`src/rtl/pc_seq.sv`:
```
// pc_seq: program counter sequencer.
// Selects the next PC (sequential, branch/jal, jalr) and checks its alignment.
// Applies trap/xret redirects and retires or faults the current instruction.
// Handles debug halt/resume together with the saved debug PC (dpc).
module pc_seq #(
    parameter int               Width        = 32,
    parameter logic [Width-1:0] ResetVec     = '0,
    parameter int               CompressedEn = 0
) (
    input  logic             clk,
    input  logic             rst_n,
    input  logic             advance,
    input  logic             branch,
    input  logic             jal,
    input  logic             jalr,
    input  logic             take,
    input  logic             is16,
    input  logic [Width-1:0] rs,
    input  logic [Width-1:0] imm,
    input  logic             trap,
    input  logic [Width-1:0] tvec,
    input  logic             xret,
    input  logic [Width-1:0] epc,
    input  logic             halt_req,
    input  logic             resume_req,
    input  logic             dpc_we,
    input  logic [Width-1:0] dpc_wdata,
    output logic [Width-1:0] pc,
    output logic [Width-1:0] next_pc,
    output logic             ialign,
    output logic             misalign,
    output logic [Width-1:0] badaddr,
    output logic             halted,
    output logic [Width-1:0] dpc,
    output logic             retired
);

    localparam logic [0:0] RUN    = 1'b0;
    localparam logic [0:0] HALTED = 1'b1;

    logic [0:0]       state;
    logic [Width-1:0] seq_inc;
    logic [Width-1:0] seq_pc;
    logic [Width-1:0] jalr_sum;
    logic [Width-1:0] dpc_wr;
    logic [Width-1:0] ev_pc;
    logic             redirect;
    logic             fault;
    logic             commit;

    // Sequential step and control-transfer target selection.
    always_comb begin
        seq_inc  = (CompressedEn != 0 && is16) ? Width'(2) : Width'(4);
        seq_pc   = pc + seq_inc;
        jalr_sum = rs + imm;
        if ((branch && take) || jal)
            next_pc = pc + imm;
        else if (jalr)
            next_pc = {jalr_sum[Width-1:1], 1'b0};
        else
            next_pc = seq_pc;
    end

    // Alignment check against IALIGN, and the aligned debugger write value.
    always_comb begin
        if (CompressedEn != 0) begin
            ialign = next_pc[0];
            dpc_wr = {dpc_wdata[Width-1:1], 1'b0};
        end else begin
            ialign = |next_pc[1:0];
            dpc_wr = {dpc_wdata[Width-1:2], 2'b00};
        end
    end

    // Resolve this cycle's RUN event by priority: trap > xret > fault > commit.
    // ev_pc is the post-event PC; a halt in the same cycle captures it into dpc.
    always_comb begin
        redirect = trap || xret;
        fault    = !redirect && advance && ialign;
        commit   = !redirect && advance && !ialign;
        if (trap)
            ev_pc = tvec;
        else if (xret)
            ev_pc = epc;
        else if (commit)
            ev_pc = next_pc;
        else
            ev_pc = pc;
    end

    // PC, debug state and the one-cycle status pulses.
    always_ff @(posedge clk or negedge rst_n) begin
        if (!rst_n) begin
            state    <= RUN;
            pc       <= ResetVec;
            dpc      <= ResetVec;
            badaddr  <= '0;
            misalign <= 1'b0;
            retired  <= 1'b0;
        end else begin
            misalign <= 1'b0;
            retired  <= 1'b0;
            case (state)
                RUN: begin
                    pc       <= ev_pc;
                    misalign <= fault;
                    retired  <= commit;
                    if (fault)
                        badaddr <= next_pc;
                    if (halt_req) begin
                        dpc   <= ev_pc;
                        state <= HALTED;
                    end
                end
                HALTED: begin
                    if (dpc_we)
                        dpc <= dpc_wr;
                    // A write in the same cycle as resume wins as the target.
                    if (resume_req) begin
                        pc    <= dpc_we ? dpc_wr : dpc;
                        state <= RUN;
                    end
                end
                default: state <= RUN;
            endcase
        end
    end

    assign halted = (state == HALTED);

endmodule

```
`config.mk`:
```
export PLATFORM = sky130hd
export DESIGN_NAME = pc_seq
export DESIGN_NICKNAME = d
export VERILOG_FILES = /design/src/rtl/pc_seq.sv
export SDC_FILE = /design/constraint.sdc
export NUM_CORES = 1
export LEC_CHECK = 0
export ABC_CLOCK_PERIOD_IN_PS = 8900
export CAP_MARGIN = 20
export CORE_MARGIN = 5
export CORE_UTILIZATION = 41
export DETAILED_ROUTE_END_ITERATION = 12
export HOLD_SLACK_MARGIN = 0.06
export MAX_ROUTING_LAYER = met4
export PLACE_DENSITY_LB_ADDON = 0.1
export SLEW_MARGIN = 0
export SYNTH_ARGS = -nofsm -noshare
export SYNTH_HDL_FRONTEND = slang
export SYNTH_SLANG_ARGS = --single-unit
```
`constraint.sdc`:
```
create_clock -name clk -period 8.9 [get_ports clk]
set_input_delay 1.335 -clock clk [delete_from_list [all_inputs] [get_ports clk]]
set_output_delay 1.335 -clock clk [all_outputs]
set_load 0.02 [all_outputs]
```
==> impl_metrics.csv <==
group,metric,value,unit
setup_path,endpoint_kind,"output port",
pwr,switching_share,0.465,
global_route,grtUsageTotal,0.304,
setup_path,reg2reg_depth,11,
synthesis,netlist_area,10100,µm²
drt,wirelength,43600,µm
global_route,grt_pass1_wl,64700,µm
clocking,ctsHoldBuffers,0,
clocking,cts_tree,"done",
floorplanning,die_y,167,µm
synthesis,synthFlopType,"dfrtp_1",
synthesis,syn_nets,1567,
timing,fin_setup_tns,0,ns
floorplanning,dieArea,27800,µm²
timing,period_share,0.751,
floorplanning,num_rows,57,
timing,tightestPinTransition,1.04,ns
setup_path,startpoint_type,"input port",
timing,rsz0062_at_grt,"false",
setup_path,cp_data_required_time,7.57,ns
clocking,clk_latency,0.35,ns
finish,areaGrowthSynthToFinish,35.0,%
job,max-cap-violations,0,
synthesis,synth_edf_count,0,
worst_hold_path,hold_class,"reg -> reg",
drt,dr_wl_met3,2880,µm
placement,gp_congestion,0.928,
setup_path,path_max_fanout,4,
synthesis,synth_cells,1330,
synthesis,synth.yosys.seq_area_share,0.246,
timing,setup_violations,0,
floorplanning,core-area,24200,µm²
synthesis,synth_seq_cells,99,
drt,avgViaCountPerCell,5.91,
synthesis,yosysWarnings,0,
setup_path,arrival,5.35,ns
pwr,p_clk_frac,0.137,
timing,fmax,150,MHz
clocking,cts_buffers,9,
floorplanning,die_w,167,µm
drt,met1_length,18600,µm
worst_hold_path,holdPathStages,2,
finish,fin_nets,1819,
synthesis,avgSynthCellArea,7.58,µm²
synthesis,synth-async-reset-ratio,1.00,
clocking,cts_resized,0,
timing,fin_skew,0.00902,ns
synthesis,yosysUniqueCellTypes,83,
drt,drc,0,
clocking,clock_tree.buffer_depth,2,
drt,drt_iter0_markers,913,
clocking,cts-root-buf,"clkbuf_16",
drt,num_vias,11300,
global_route,overflow,0,
drt,ant_nets,0,
floorplanning,initial_core_util,0.416,
finish,drive_above_1_share,0.0573,
timing,hold_viol,0,
drt,wl_per_cell,22.8,µm
pwr,power_density,230,nW/µm²
pwr,internal_power,1.67,mW
global_route,grt_pass1_vias,10700,
clocking,h-tree-depth,3,
pwr,comb_power_share,0.616,
timing,relSlewSlack,0.307,
clocking,post_cts_buffers,0,
pwr,p_total,3.13,mW
clocking,clock_sinks,99,
drt,first_pass_iters,5,
drt,dr.max_layer_used,"met4",
timing,fin_crit,6.68,ns
placement,dp_hpwl,33600,µm
timing,final-max-slew-violation-count,0,
placement,io_buffers,301,
floorplanning,ios,305,
setup_path,critPathKind,"in -> out",
global_route,antenna_found_initial,3,
run_status,status,"finished clean",
pwr,p_leak,5.70,nW
pwr,p_seq_frac,0.247,
drt,met2_length,21100,µm
finish,nFillCells,2307,
pwr,peakVddDrop,0.000140,V
pwr,power.switching,1.45,mW
clocking,clk_pin_slew_worst_paths,0.07,ns
global_route,grt_max_degree,73,
==> synth_stat cells (10+ instances only) <==
cell | n | area, µm²
o21ai_1 | 10 | 50.1
a21o_1 | 25 | 188
xor2_1 | 34 | 298
xnor2_1 | 40 | 350
a31oi_1 | 17 | 106
ha_1 | 62 | 776
mux2i_1 | 39 | 390
a21oi_1 | 126 | 631
o31ai_1 | 15 | 113
and3_1 | 26 | 163
nor3_1 | 18 | 90.1
nand2_1 | 201 | 754
o211ai_1 | 20 | 150
a211oi_1 | 25 | 188
o21ai_0 | 107 | 536
inv_1 | 35 | 131
nor2_1 | 112 | 420
nor2b_1 | 13 | 81.3
nand3_1 | 31 | 155
clkbuf_1 | 64 | 240
dfrtp_1 | 99 | 2480
nand4_1 | 17 | 106
mux2_2 | 23 | 259
==> power by group through the flow <==
stage | Combinational (mW) | Clock [mW] | Sequential [mW]
floorplan | 0.906 | 0 | 0.891
finish | 1.93 | 0.428 | 0.774
detailed placement | 1.91 | 0 | 0.781
global route | 2.06 | 0.447 | 0.794
CTS | 1.92 | 0.431 | 0.775
global placement | 1.91 | 0 | 0.779
==> worst paths after layout <==
check / to / from / slack, ns
max: next_pc[18] / imm[0] / 2.22
min: badaddr[10] / badaddr[10] / 0.48
max reg2reg: dpc[29] / pc[0] / 4.62
min reg2reg: badaddr[10] / badaddr[10] / 0.48
max in group asynchronous: halted / rst_n / 6.63
min in group asynchronous: badaddr[10] / rst_n / 0.90
==> cells by family after synthesis <==
family,share of synthesized area
AND/OR/NAND/NOR,0.209
AO/OA/AOI/OAI,0.286
buffers and inverters,0.0500
flip-flops,0.246
XOR/XNOR,0.0643
adder cells (fa/ha/maj),0.0809
multiplexers,0.0644
==> sequential cells by signal, summed over array words and instances, names as in the netlist <==
register and cells:
misalign 1, retired 1, dpc 32, pc 32, halted 1, badaddr 32
==> worst max-delay path, cell delays in order <==
cell and delay [ns]:
clkdlybuf4s50_1 0.46, ha_1 0.25, fa_1 0.41, a21o_1 0.23, a221oi_2 0.34, o211a_1 0.30
o21a_1 0.29, nor3_1 0.12, or2_1 0.25, xnor2_1 0.13, o22ai_1 0.51, clkdlybuf4s50_1 0.73
==> per-stage QoR <==
| step | util | instance area [µm²] | hold WS [ns] | instances | setup WS [ns] |
|---|---|---|---|---|---|
| finish | 0.561 | 13600 | 0.478 | 1914 | 2.22 |
| detailed placement | 0.548 | 13300 | 0.462 | 1895 | 2.29 |
| floorplan | - | 10100 | 0.588 | 1330 | 3.88 |
| global placement | 0.548 | 13300 | 0.458 | 1895 | 2.30 |
| CTS | 0.561 | 13600 | 0.479 | 1911 | 2.27 |
| global route | 0.561 | 13600 | 0.501 | 1914 | 2.15 |
==> metal layers <==
metal  vias to the layer above  GRT usage
li1                       5382          -
met1                      5430      0.388
met2                       452      0.508
met3                        50     0.0529
met4                         0     0.0655
met5                         -          -
==> placed cells by master (no fill, tap or decap), types with 18 or more instances in the layout <==
cell             instances
clkdlybuf4s50_1        297
and3_1                  26
o211ai_1                20
nor2_1                 111
o21ai_0                107
inv_1                   35
xor2_1                  34
mux2i_1                 39
a21o_1                  25
ha_1                    62
a21oi_1                125
a211oi_1                25
xnor2_1                 40
mux2_2                  23
buf_4                   22
dfrtp_1                 98
nand2_1                201
nor3_1                  18
nand3_1                 31
==> layout make-up <==
type / count / area, µm² / share of cell area
multi-input cells: 1112 / 7110 / 0.522
repair buffers: 322 / 3150 / 0.232
flip-flops and latches: 99 / 2480 / 0.182
well taps: 324 / 405 / 0.0298
clock buffers: 12 / 236 / 0.0174
inverters: 38 / 143 / 0.0105
clock inverters: 4 / 76.3 / 0.00561
diodes: 3 / 7.51 / 0.000552
Note: power is estimated with default switching activity, not from simulation.
